[src/rtl/ahb_io_slave.sv]
// rtl/ahb_io_slave.sv - zero-wait-state AHB-Lite board I/O slave (switches, LEDs, RGB, 8-digit hex display)
module ahb_io_slave #(
   parameter int ADDR_WIDTH  = 32,
   parameter int DATA_WIDTH  = 32,
   parameter int REFRESH_DIV = 100000
) (
   input  logic                  CLK,
   input  logic                  RST,
   input  logic                  HSEL,
   input  logic [ADDR_WIDTH-1:0] HADDR,
   input  logic [1:0]            HTRANS,
   input  logic                  HWRITE,
   input  logic [2:0]            HSIZE,
   input  logic [DATA_WIDTH-1:0] HWDATA,
   input  logic                  HREADY,
   output logic [DATA_WIDTH-1:0] HRDATA,
   output logic                  HREADYOUT,
   output logic                  HRESP,
   input  logic [15:0]           SW,
   output logic [15:0]           LED,
   output logic [5:0]            RGB,
   output logic [15:0]           D_7SEG,
   output logic [7:0]            EN_7SEG
);

   localparam int              DIV_W    = $clog2(REFRESH_DIV);
   localparam logic [DIV_W-1:0] DIV_LAST = DIV_W'(REFRESH_DIV - 1);

   // Word offsets within the 32-byte window
   localparam logic [2:0] OFF_SW       = 3'd0;
   localparam logic [2:0] OFF_LED      = 3'd1;
   localparam logic [2:0] OFF_RGB      = 3'd2;
   localparam logic [2:0] OFF_SEG_VAL  = 3'd3;
   localparam logic [2:0] OFF_SEG_CTRL = 3'd4;
   localparam logic [2:0] OFF_CYCLES   = 3'd5;

   // Data-phase context captured from the accepted address phase
   logic        dp_valid_q, dp_valid_d;
   logic        dp_write_q, dp_write_d;
   logic [2:0]  dp_off_q,   dp_off_d;
   logic [1:0]  dp_lo_q,    dp_lo_d;
   logic [2:0]  dp_size_q,  dp_size_d;

   // Architectural registers
   logic [15:0] led_q,      led_d;
   logic [5:0]  rgb_q,      rgb_d;
   logic [31:0] seg_val_q,  seg_val_d;
   logic [15:0] seg_ctrl_q, seg_ctrl_d;
   logic [31:0] cycles_q,   cycles_d;

   // Switch synchroniser
   logic [15:0] sw_meta_q,  sw_meta_d;
   logic [15:0] sw_sync_q,  sw_sync_d;

   // Display scan state and registered pin drivers
   logic [DIV_W-1:0] div_q, div_d;
   logic [2:0]       idx_q, idx_d;
   logic [7:0]       en_q,  en_d;
   logic [7:0]       seg_q, seg_d;

   // Write-path helpers
   logic        accept;
   logic        wr_en;
   logic [3:0]  lanes;
   logic [31:0] wmask;
   logic [31:0] wdata;
   logic [31:0] rdata;

   // Only HADDR[4:2]/[1:0] and HTRANS[1] carry meaning here
   logic unused_bits;
   assign unused_bits = ^{HADDR[ADDR_WIDTH-1:5], HTRANS[0]};

   // Active-low hex font for segments G..A
   function automatic logic [6:0] hexseg(input logic [3:0] v);
      case (v)
         4'h0:    hexseg = 7'h40;
         4'h1:    hexseg = 7'h79;
         4'h2:    hexseg = 7'h24;
         4'h3:    hexseg = 7'h30;
         4'h4:    hexseg = 7'h19;
         4'h5:    hexseg = 7'h12;
         4'h6:    hexseg = 7'h02;
         4'h7:    hexseg = 7'h78;
         4'h8:    hexseg = 7'h00;
         4'h9:    hexseg = 7'h10;
         4'hA:    hexseg = 7'h08;
         4'hB:    hexseg = 7'h03;
         4'hC:    hexseg = 7'h46;
         4'hD:    hexseg = 7'h21;
         4'hE:    hexseg = 7'h06;
         default: hexseg = 7'h0E;
      endcase
   endfunction

   // Slave never stalls and never errors
   assign HREADYOUT = 1'b1;
   assign HRESP     = 1'b0;

   assign LED     = led_q;
   assign RGB     = rgb_q;
   assign EN_7SEG = en_q;
   assign D_7SEG  = {seg_q, seg_q};
   assign HRDATA  = rdata;

   // Address-phase capture; a non-accepted phase drops the data-phase flag
   always_comb begin
      accept     = HSEL & HREADY & HTRANS[1];
      dp_valid_d = accept;
      dp_write_d = dp_write_q;
      dp_off_d   = dp_off_q;
      dp_lo_d    = dp_lo_q;
      dp_size_d  = dp_size_q;
      if (accept) begin
         dp_write_d = HWRITE;
         dp_off_d   = HADDR[4:2];
         dp_lo_d    = HADDR[1:0];
         dp_size_d  = HSIZE;
      end
   end

   // Byte-lane enables from the latched size/low address bits
   always_comb begin
      lanes = 4'b1111;
      case (dp_size_q)
         3'd0:    lanes = 4'b0001 << dp_lo_q;
         3'd1:    lanes = dp_lo_q[1] ? 4'b1100 : 4'b0011;
         default: lanes = 4'b1111;
      endcase
      wmask = {{8{lanes[3]}}, {8{lanes[2]}}, {8{lanes[1]}}, {8{lanes[0]}}};
      wdata = HWDATA;
      wr_en = dp_valid_q & dp_write_q;
   end

   // Register file next state: lane-merged writes, free-running cycle counter
   always_comb begin
      led_d      = led_q;
      rgb_d      = rgb_q;
      seg_val_d  = seg_val_q;
      seg_ctrl_d = seg_ctrl_q;
      cycles_d   = cycles_q + 32'd1;
      if (wr_en) begin
         case (dp_off_q)
            OFF_LED:      led_d      = (led_q & ~wmask[15:0]) | (wdata[15:0] & wmask[15:0]);
            OFF_RGB:      rgb_d      = (rgb_q & ~wmask[5:0]) | (wdata[5:0] & wmask[5:0]);
            OFF_SEG_VAL:  seg_val_d  = (seg_val_q & ~wmask) | (wdata & wmask);
            OFF_SEG_CTRL: seg_ctrl_d = (seg_ctrl_q & ~wmask[15:0]) | (wdata[15:0] & wmask[15:0]);
            default:      ;
         endcase
      end
   end

   // Read mux, driven only during a read data phase
   always_comb begin
      rdata = 32'd0;
      if (dp_valid_q && !dp_write_q) begin
         case (dp_off_q)
            OFF_SW:       rdata = {16'd0, sw_sync_q};
            OFF_LED:      rdata = {16'd0, led_q};
            OFF_RGB:      rdata = {26'd0, rgb_q};
            OFF_SEG_VAL:  rdata = seg_val_q;
            OFF_SEG_CTRL: rdata = {16'd0, seg_ctrl_q};
            OFF_CYCLES:   rdata = cycles_q;
            default:      rdata = 32'd0;
         endcase
      end
   end

   // Two-stage switch synchroniser
   always_comb begin
      sw_meta_d = SW;
      sw_sync_d = sw_meta_q;
   end

   // Display scan: digit index advances every REFRESH_DIV cycles regardless of enables
   always_comb begin
      logic [3:0] nib;
      logic [7:0] dp_en;
      div_d = div_q + 1'b1;
      idx_d = idx_q;
      if (div_q == DIV_LAST) begin
         div_d = '0;
         idx_d = idx_q + 3'd1;
      end
      nib   = seg_val_q[{idx_q, 2'b00} +: 4];
      dp_en = seg_ctrl_q[15:8];
      en_d  = ~((8'b0000_0001 << idx_q) & seg_ctrl_q[7:0]);
      seg_d = {~dp_en[idx_q], hexseg(nib)};
   end

   // State register; reset also discards any pending write data phase
   always_ff @(posedge CLK) begin
      if (RST) begin
         dp_valid_q <= 1'b0;
         dp_write_q <= 1'b0;
         dp_off_q   <= 3'd0;
         dp_lo_q    <= 2'd0;
         dp_size_q  <= 3'd0;
         led_q      <= 16'd0;
         rgb_q      <= 6'd0;
         seg_val_q  <= 32'd0;
         seg_ctrl_q <= 16'h00FF;
         cycles_q   <= 32'd0;
         sw_meta_q  <= 16'd0;
         sw_sync_q  <= 16'd0;
         div_q      <= '0;
         idx_q      <= 3'd0;
         en_q       <= 8'hFF;
         seg_q      <= 8'hFF;
      end else begin
         dp_valid_q <= dp_valid_d;
         dp_write_q <= dp_write_d;
         dp_off_q   <= dp_off_d;
         dp_lo_q    <= dp_lo_d;
         dp_size_q  <= dp_size_d;
         led_q      <= led_d;
         rgb_q      <= rgb_d;
         seg_val_q  <= seg_val_d;
         seg_ctrl_q <= seg_ctrl_d;
         cycles_q   <= cycles_d;
         sw_meta_q  <= sw_meta_d;
         sw_sync_q  <= sw_sync_d;
         div_q      <= div_d;
         idx_q      <= idx_d;
         en_q       <= en_d;
         seg_q      <= seg_d;
      end
   end

endmodule

[config.mk]
export PLATFORM = sky130hd
export DESIGN_NAME = ahb_io_slave
export DESIGN_NICKNAME = d
export VERILOG_FILES = /design/src/rtl/ahb_io_slave.sv
export SDC_FILE = /design/constraint.sdc
export NUM_CORES = 1
export LEC_CHECK = 0
export BUFFER_PORTS_ARGS = -buffer_cell sky130_fd_sc_hd__buf_2
export CAP_MARGIN = 0
export CORE_UTILIZATION = 30
export DETAILED_ROUTE_END_ITERATION = 10
export PLACE_DENSITY = 0.55
export SKIP_LAST_GASP = 1
export SYNTH_ARGS = -nofsm -noshare
export SYNTH_HDL_FRONTEND = slang
export SYNTH_SLANG_ARGS = --single-unit
[constraint.sdc]
create_clock -name CLK -period 2.6 [get_ports CLK]
set_clock_uncertainty 0.05 [all_clocks]
set_input_delay 0.78 -clock CLK [delete_from_list [all_inputs] [get_ports CLK]]
set_output_delay 0.78 -clock CLK [all_outputs]
set_load 0.05 [all_outputs]
==> results of run 1 <==
[worst reg2reg max path, cell delays in order (launching register included)]
cell	delay, ps
dfxtp_1	380
buf_12	170
mux4_1	640
mux2_2	370
inv_1	120
ha_1	150
inv_1	60
o21ai_0	60
o21ai_0	100
o211ai_1	220
[per-stage QoR]
step           hold WS (ps)  util (%)  power (mW)  cell area, um2
3_3_place_gp            370      34.6        3.20            9290
2_1_floorplan           327         -        3.08            8250
5_1_grt                 406      38.7        5.96           10400
6_report                386      38.7        5.74           10400
3_5_place_dp            370      34.6        3.20            9290
4_1_cts                 389      38.6        5.82           10400
[path summary, 6_finish.rpt]
path,start,to,slack [ps],cells after the start
setup reg to reg,idx_q[0],seg_q[3],190,9
hold reg to reg,sw_meta_q[13],sw_sync_q[13],390,1
setup / recovery,dp_off_q[0],HRDATA[0],-170,5
hold / removal,sw_meta_q[13],sw_sync_q[13],390,1
[timing repair]
action / CTS / global route
cloned: 4 / 1
hold buffers: 0 / 0
buffers inserted: 8 / 2
resized for setup: 102 / 16
pin swaps: 21 / 7
setup endpoints to repair: 32 / 32
[power by group through the flow]
stage | registers (mW) | clock network, mW | logic (mW)
after CTS | 2.82 | 2.65 | 0.348
after global routing | 2.82 | 2.76 | 0.367
after global placement | 2.88 | 0 | 0.315
after floorplan | 2.90 | 0 | 0.183
final | 2.82 | 2.58 | 0.343
after detailed placement | 2.88 | 0 | 0.317
[cell usage after synthesis, drive strengths merged (3+ instances only)]
cell type / count
a21oi: 22
a222oi: 3
a22o: 4
a22oi: 29
and2: 4
and3: 13
and4: 4
buf: 31
clkbuf: 26
dfxtp: 180
ha: 13
inv: 12
mux2: 17
mux2i: 82
mux4: 17
nand2: 48
nand2b: 3
nand3: 37
nand4: 8
nor2: 159
nor2b: 45
nor3: 12
nor4: 5
o211ai: 3
o21ai: 12
o221ai: 3
or3: 3
xnor2: 24
xor2: 13
[metal layers]
layer / wire, um / track usage, %
met5: 0 / 0
met4: 240 / 4.19
met3: 973 / 3.14
met2: 11100 / 27.4
met1: 10500 / 22.0
[kinds of logic (layout without fill, tap and decap cells)]
logic type / count (synthesis) / after routing
buffers and inverters: 71 / 219
and+or+nand+nor: 348 / 348
AOI/OAI and AO/OA: 86 / 86
xor gates and xnor gates: 37 / 37
DFF: 180 / 180
muxes: 116 / 116
other: 2 / 2
adders and majority gates: 13 / 13
[final cells by class]
class,count,share of cell area (%)
multi-input cells,602,42.8
clock inverters,14,1.49
inverters,14,0.505
flip-flops and latches,180,34.7
well taps,341,4.10
repair buffers,173,12.1
clock buffers,18,4.22
==> qor.yml, run 1 <==
cts_buffer_depth: 2
numPortBuffers: 139
setup_viol: 32
cts_buffers: 17
yosys-top-cells-area: "dfxtp_1, mux2i_1, nor2_1"
grt_start_max_net_pins: 56
instances_no_fill: 1342
path_max_fanout: 9
synth_edf_count: 0
final_common_cell: "dfxtp_1"
h-tree-depth: 4
critPathRequiredTime_ps: 1770
yosys.area_share.simple_pct: 20.5
drtIter0Drc: 461
timing.fmax_mhz: 362
synth_fa_ha_area_share_pct: 1.99
yosysTopAreaCell: "dfxtp_1"
cts_root_buf: "clkbuf_16"
drv_cap: 0
async_reset_ff_share_pct: 0
viasPerCell: 4.87
fp.dieArea_um2: 27900
dpl.cell_count: 1299
tightest_slew_ps: 672
clk_pin_slew_worst_paths_ps: 80
ys_ff_latch: 180
area_growth_pct: 27.3
clkSinkCount: 180
status: "finished with violations"
p_int_mw: 4.24
grt_use_total_pct: 16.5
synth_compound_area_share_pct: 7.55
hold_viol_final: 0
fillers: 2721
cp-start-kind: "flop"
gp_congestion: 0.798
tns_ps: -3760
relSlewSlack_pct: 55.2
leakagePower_nw: 4.10
rsz0062_at_grt: "true"
final_cell_mix: "dfxtp_1, nor2_1, buf_2"
dp_slack_ps: -73.1
synth_flop_cell: "dfxtp_1"
share_seq_of_total_power_pct: 49.1
io_pins: 170
drive_gt1_share_pct: 31.3
synthMuxAreaShare_pct: 17.3
diodes: 0
synth_top_area_share_pct: 44.1
yosys_warnings: 0
p_sw_mw: 1.50
seq_area_um2: 3610
fin_crit_sh_pct: 106
cp_slowest_cell: "dfxtp_4"
dp_hpwl_mm: 16.3
clkPwrFrac_pct: 44.9
maxSlewViolCount: 0
synth.avg_cell_area_um2: 9.58
cts_tree: "built"
critPathBufInv: 2
ant_nets: 0
core_um2: 26900
clk_latency_ps: 440
synth_top_family_by_area: "simple AND/OR/NAND/NOR gates"
fp-row-count: 60
violations: "negative setup slack"
path_class: "flop to output port"
grt_pass1_vias: 6297
path_cells: "buf_12 -> mux2_2 -> a222oi_1 -> nor2_2 -> buf_6"
synth_cell_type_count: 65
ir_drop_mv: 0.329
grt_pass1_wl_mm: 35.5
syn_nets: 956
fin_nets: 1091
die_h_um: 167
arrival_ps: 1940
syn_area_um2: 8180
routed_wirelength_mm: 22.7
p_sw_share_pct: 26.1
fin_crit_ps: 2770
power_density_nw_per_um2: 552
drc_errors: 0
die_x_um: 167
wl_per_cell_um: 16.9
synth_cells: 853
drtPass1Iterations: 5
timing.final.ws_setup_ps: -165
slowest_delay_ps: 420
route.vias.total: 6540
antenna_found_initial: 0
multi_input_area_um2: 4460
combinationalPowerShare_pct: 6.0
end_kind: "output port"
synth_xor_area_share_pct: 3.96
gr-total-overflow: 0
critPathTopFamily: "flip-flops"
yosysSeqAreaShare_pct: 44.1
worstHoldPathType: "flop to flop"
start_util_pct: 30.4
Power figures use the tool's default switching activity.
==> inputs of run 2 (changes only) <==
CTS_CLUSTER_SIZE = 8   (was not set)
RECOVER_POWER = 25   (was not set)
==> run 2 against run 1 <==
Against the previous run:
- the flow still finishes with violations (negative setup slack)
- routed wire length fell by 0.16%
- global-route usage did not move
- critical path depth did not move
- via count fell by 0.18%
- non-clock buffer count did not move
- core utilization fell by 0.093 points
- largest cell class unchanged
==> qor.yml, run 2 (synthesis gave the netlist of run 1 again) <==
status: "finished with violations"
violations: "negative setup slack"
fin_nets: 1091  # unchanged
cts_buffer_depth: 2  # unchanged
hold_slack_ps: 390  # +3.82 ps
clk_pin_slew_worst_paths_ps: 80  # about the same
arrival_ps: 1950  # about the same
dp_hpwl_mm: 16.3  # unchanged
cts_root_buf: "clkbuf_16"
die_x_um: 167  # unchanged
viasPerCell: 4.86  # -0.18%
cp-start-kind: "flop"
cts_hold_buf: 0  # unchanged
cp_slowest_cell: "dfxtp_4"
gp_congestion: 0.798  # unchanged
core_um2: 26900  # unchanged
rsz0062_at_grt: "true"
fp.dieArea_um2: 27900  # unchanged
fin_util_pct: 38.6  # -0.093 points
route.vias.total: 6528  # -0.18%
grt_pass1_vias: 6297  # unchanged
die_h_um: 167  # unchanged
top_usage_layer: "met2"
wl_per_cell_um: 16.9  # -0.16%
drv_cap: 0  # unchanged
critPathTopFamily: "flip-flops"
tightest_slew_ps: 1170  # +497 ps
cts_tree: "built"
drtPass1Iterations: 5  # unchanged
worstHoldPathType: "flop to flop"
critPathBufInv: 2  # unchanged
use_met3_pct: 3.14  # unchanged
hold_viol_final: 0  # unchanged
end_kind: "output port"
setup_viol: 33  # +3.1%
diodes: 0  # unchanged
area_growth_pct: 27.0
numPortBuffers: 139  # unchanged
fillers: 2722  # +0.037%
drtIter0Drc: 429  # -6.9%
path_max_fanout: 9  # unchanged
leakagePower_nw: 4.09  # -0.32%
final_cell_mix: "dfxtp_1, nor2_1, buf_2"
timing.final.ws_setup_ps: -175  # -10.1 ps
total_power_mw: 5.73  # -0.17%
fin_crit_ps: 2780  # +10.1 ps
ant_nets: 0  # unchanged
routed_wirelength_mm: 22.7  # -0.16%
maxSlewViolCount: 0  # unchanged
drc_errors: 0  # unchanged
drive_gt1_share_pct: 31.1  # -0.20 points
instances_no_fill: 1342  # unchanged
grt_start_max_net_pins: 56  # unchanged
io_pins: 170  # unchanged
gr-total-overflow: 0  # unchanged
path_class: "flop to output port"
fin_crit_sh_pct: 107  # +0.39 points
grt_use_total_pct: 16.5  # unchanged
timing.fmax_mhz: 360  # -0.36%
start_util_pct: 30.4  # unchanged
dpl.cell_count: 1299  # unchanged
dp_slack_ps: -73.1  # unchanged
fp-row-count: 60  # unchanged
critPathRequiredTime_ps: 1770  # about the same
power_density_nw_per_um2: 552  # about the same
grt_use_met1_pct: 22.0  # unchanged
ir_drop_mv: 0.331  # +0.62%
grt_pass1_wl_mm: 35.5  # unchanged
relSlewSlack_pct: 22.0  # -33 points
slowest_delay_ps: 420  # about the same
antenna_found_initial: 0  # unchanged
final_common_cell: "dfxtp_1"
clk_latency_ps: 430  # about the same
path_cells: "buf_12 -> mux2_2 -> a222oi_1 -> nor2_2 -> buf_6"
cts_buffers: 17  # unchanged
gr-usage-met2_pct: 27.4  # unchanged
clkSinkCount: 180  # unchanged
h-tree-depth: 4  # unchanged
==> run 2: cell type report <==
type | count | area (um2) | share of cell area (%)
multi-input cells | 602 | 4460 | 42.9
flip-flops and latches | 180 | 3610 | 34.8
repair buffers | 173 | 1240 | 11.9
clock buffers | 18 | 439 | 4.23
well taps | 341 | 427 | 4.11
clock inverters | 14 | 155 | 1.49
inverters | 14 | 52.6 | 0.506
==> run 2: final timing paths <==
| check | slack [ps] | cells past startpoint | to | from |
|---|---|---|---|---|
| min reg2reg | 390 | 1 | sw_sync_q[11] | sw_meta_q[11] |
| max reg2reg | 170 | 7 | seg_q[1] | idx_q[0] |
| min | 390 | 1 | sw_sync_q[11] | sw_meta_q[11] |
| max | -180 | 5 | HRDATA[0] | dp_off_q[0] |
==> run 2: per-stage QoR <==
stage | TNS [ps] | area (um2)
3_3_place_gp | -766 | 9290
3_5_place_dp | -675 | 9290
4_1_cts | -5960 | 10400
6_report | -3820 | 10400
5_1_grt | -9120 | 10400
2_1_floorplan | 0 | 8250
==> run 2: metal layers <==
metal / routed length, um / vias to the layer above / share of wire [%]
met4: 238 / 0 / 1.0
li1: - / 3221 / -
met5: 0 / - / 0
met1: 10500 / 3131 / 46
met3: 949 / 16 / 4.2
met2: 11000 / 160 / 49
==> run 2: power breakdown <==
| group | internal (mW) | switching, mW | leakage (nW) |
|---|---|---|---|
| registers | 2.80 | 0.0242 | 1.46 |
| logic | 0.130 | 0.209 | 2.34 |
| clock network | 1.32 | 1.26 | 0.289 |
==> run 2: repair_timing <==
action,CTS,global route
hold endpoints to repair,0,0
endpoints found under the setup margin,32,32
buffers inserted,8,2
pin swaps,21,7
cloned,4,1
gates resized for setup,102,16
==> inputs of run 3 (changes only) <==
clock period = 2.63 ns   (was 2.6 ns; I/O delays follow)
==> run 3 against run 2 <==
Against the previous run:
- the flow still finishes with violations (negative setup slack)
- sequential cell count did not move
- register-to-register slack better by 80 ps
- sequential share of layout area increased by 0.57 points
- worst setup slack improved by 18 ps
- critical path depth is the same
- clock power fell by 3%
- first-iteration DRC count fell by 24%
- critical path type unchanged
- largest cell class unchanged
==> qor.yml, run 3 (synthesis gave the netlist of run 1 again) <==
timing.final.ws_setup_ps: -157  # +18.1 ps
final_cell_mix: "dfxtp_1, nor2_1, buf_2"
core_um2: 26900  # unchanged
fp-row-count: 60  # unchanged
relSlewSlack_pct: 30.2  # +8.1 points
cts_buffers: 17  # unchanged
path_class: "flop to output port"
instances_no_fill: 1337  # -0.37%
fillers: 2715  # -0.26%
drc_errors: 0  # unchanged
drtPass1Iterations: 5  # unchanged
grt_start_max_net_pins: 70  # +25%
clkSinkCount: 180  # unchanged
power_density_nw_per_um2: 549  # -0.53%
tns_ps: -2250  # +1570 ps
routed_wirelength_mm: 22.9  # +0.89%
timing.fmax_mhz: 359
critPathLaunch: "dp_off_q[0]"
maxSlewViolCount: 0  # unchanged
clk_latency_ps: 430  # about the same
p_sw_share_pct: 24.8  # -1.3 points
ir_drop_mv: 0.388  # +17%
worstHoldPathType: "flop to flop"
area_growth_pct: 24.9
combinationalPowerShare_pct: 5.8  # about the same
hold_viol_final: 0  # unchanged
status: "finished with violations"
start_util_pct: 30.4  # unchanged
fin_crit_sh_pct: 106
cts_buffer_depth: 2  # unchanged
fin_util_pct: 38.0  # -0.64 points
drive_gt1_share_pct: 29.4  # -1.7 points
gp_congestion: 0.800  # +0.20%
r2r_cells: 7  # unchanged
endpoint: "HRDATA[2]"
critPathRequiredTime_ps: 1790  # +20 ps
clkPwrFrac_pct: 44.5  # -0.4 points
fin_crit_ps: 2790
grt_use_total_pct: 16.3  # -0.26 points
grt_pass1_vias: 6135  # -2.6%
reg2reg_from: "idx_q[0]"
cp-start-kind: "flop"
p_sw_mw: 1.39  # -6.9%
dp_slack_ps: -49.4  # +23.7 ps
cts_tree: "built"
total_power_mw: 5.61  # -2.2%
rr_endpoint: "seg_q[1]"
route.vias.total: 6463  # -1.0%
diodes: 0  # unchanged
drtIter0Drc: 328  # -24%
share_seq_of_total_power_pct: 49.7  # +0.5 points
p_int_mw: 4.22  # -0.51%
h-tree-depth: 4  # unchanged
die_h_um: 167  # unchanged
path_max_fanout: 9  # unchanged
wl_per_cell_um: 17.1  # +1.3%
die_x_um: 167  # unchanged
cts_hold_buf: 0  # unchanged
end_kind: "output port"
dp_hpwl_mm: 16.2  # -0.78%
cts_root_buf: "clkbuf_16"
antenna_found_initial: 0  # unchanged
io_pins: 170  # unchanged
ant_nets: 0  # unchanged
grt_pass1_wl_mm: 34.9  # -1.8%
drv_cap: 0  # unchanged
numPortBuffers: 139  # unchanged
fp.dieArea_um2: 27900  # unchanged
violations: "negative setup slack"
leakagePower_nw: 4.03  # -1.5%
tightest_slew_ps: 1050  # -122 ps
rrSetupSlack_ps: 250  # +80 ps
rsz0062_at_grt: "true"
dpl.cell_count: 1295  # -0.31%
gr-total-overflow: 0  # unchanged
setup_viol: 32  # -3.0%
fin_nets: 1087  # -0.37%
arrival_ps: 1950  # about the same
viasPerCell: 4.83  # -0.63%
final_common_cell: "dfxtp_1"
clk_pin_slew_worst_paths_ps: 70  # about the same
-- run 3: changes by cell type in the layout (fill, tap and decap cells not counted), sizes merged --
cell      delta
clkinvlp     +2
clkbuf       -3
clkinv       -2
buf          -2
inv          -1
bufinv       +1
-- run 3: worst min-delay path by stage --
| stage | startpoint | end | slack [ps] | cells after the start |
|---|---|---|---|---|
| 3_5_place_dp | sw_meta_q[11] | sw_sync_q[11] | 380 | 1 |
| 3_3_place_gp | sw_meta_q[3] | sw_sync_q[3] | 370 | 1 |
| 4_1_cts | sw_meta_q[11] | sw_sync_q[11] | 390 | 1 |
| 5_1_grt | sw_meta_q[14] | sw_sync_q[14] | 410 | 1 |
| 6_report | sw_meta_q[12] | sw_sync_q[12] | 390 | 1 |
| 2_1_floorplan | flop | EN_7SEG[3] | 330 | 1 |
-- run 3: area by class of cell --
| type | instances | area, um2 | share of cell area (%) |
|---|---|---|---|
| clock buffer | 17 | 425 | 4.17 |
| timing repair buffer | 169 | 1190 | 11.7 |
| clock inverter | 14 | 144 | 1.41 |
| multi-input combinational | 602 | 4360 | 42.7 |
| tap | 341 | 427 | 4.18 |
| sequential | 180 | 3610 | 35.4 |
| inverter | 14 | 52.6 | 0.515 |
-- run 3: power by group through the flow --
| stage | Combinational, mW | Sequential, mW | Clock [mW] |
|---|---|---|---|
| CTS | 0.328 | 2.79 | 2.55 |
| floorplan | 0.181 | 2.86 | 0 |
| global route | 0.352 | 2.79 | 2.67 |
| finish | 0.327 | 2.79 | 2.49 |
| detailed placement | 0.313 | 2.85 | 0 |
| global placement | 0.310 | 2.85 | 0 |
-- run 3: stage by stage --
step,instance area [um2],hold WS [ps]
after global routing,10200,405
after CTS,10100,394
final,10200,394
after floorplan,8250,327
after detailed placement,9260,376
after global placement,9260,372
-- run 3: critical path, cell delays in order, from the launching register on --
cell,delay [ps]
dfxtp_4,410
buf_12,160
mux4_2,510
a22oi_1,190
nor2_1,80
buf_6,150
-- run 3: timing repair --
item | in CTS | in global routing
gates cloned | 3 | 1
pin swaps | 3 | 4
buffers inserted | 1 | 6
hold endpoints to repair | 0 | 0
resized for setup | 75 | 16
setup endpoints to repair | 32 | 32
-- run 3: layer usage --
layer	global-route usage (%)	wire (um)
met1	21.6	10800
met3	3.52	894
met4	4.43	274
met2	26.5	10900
met5	0	0
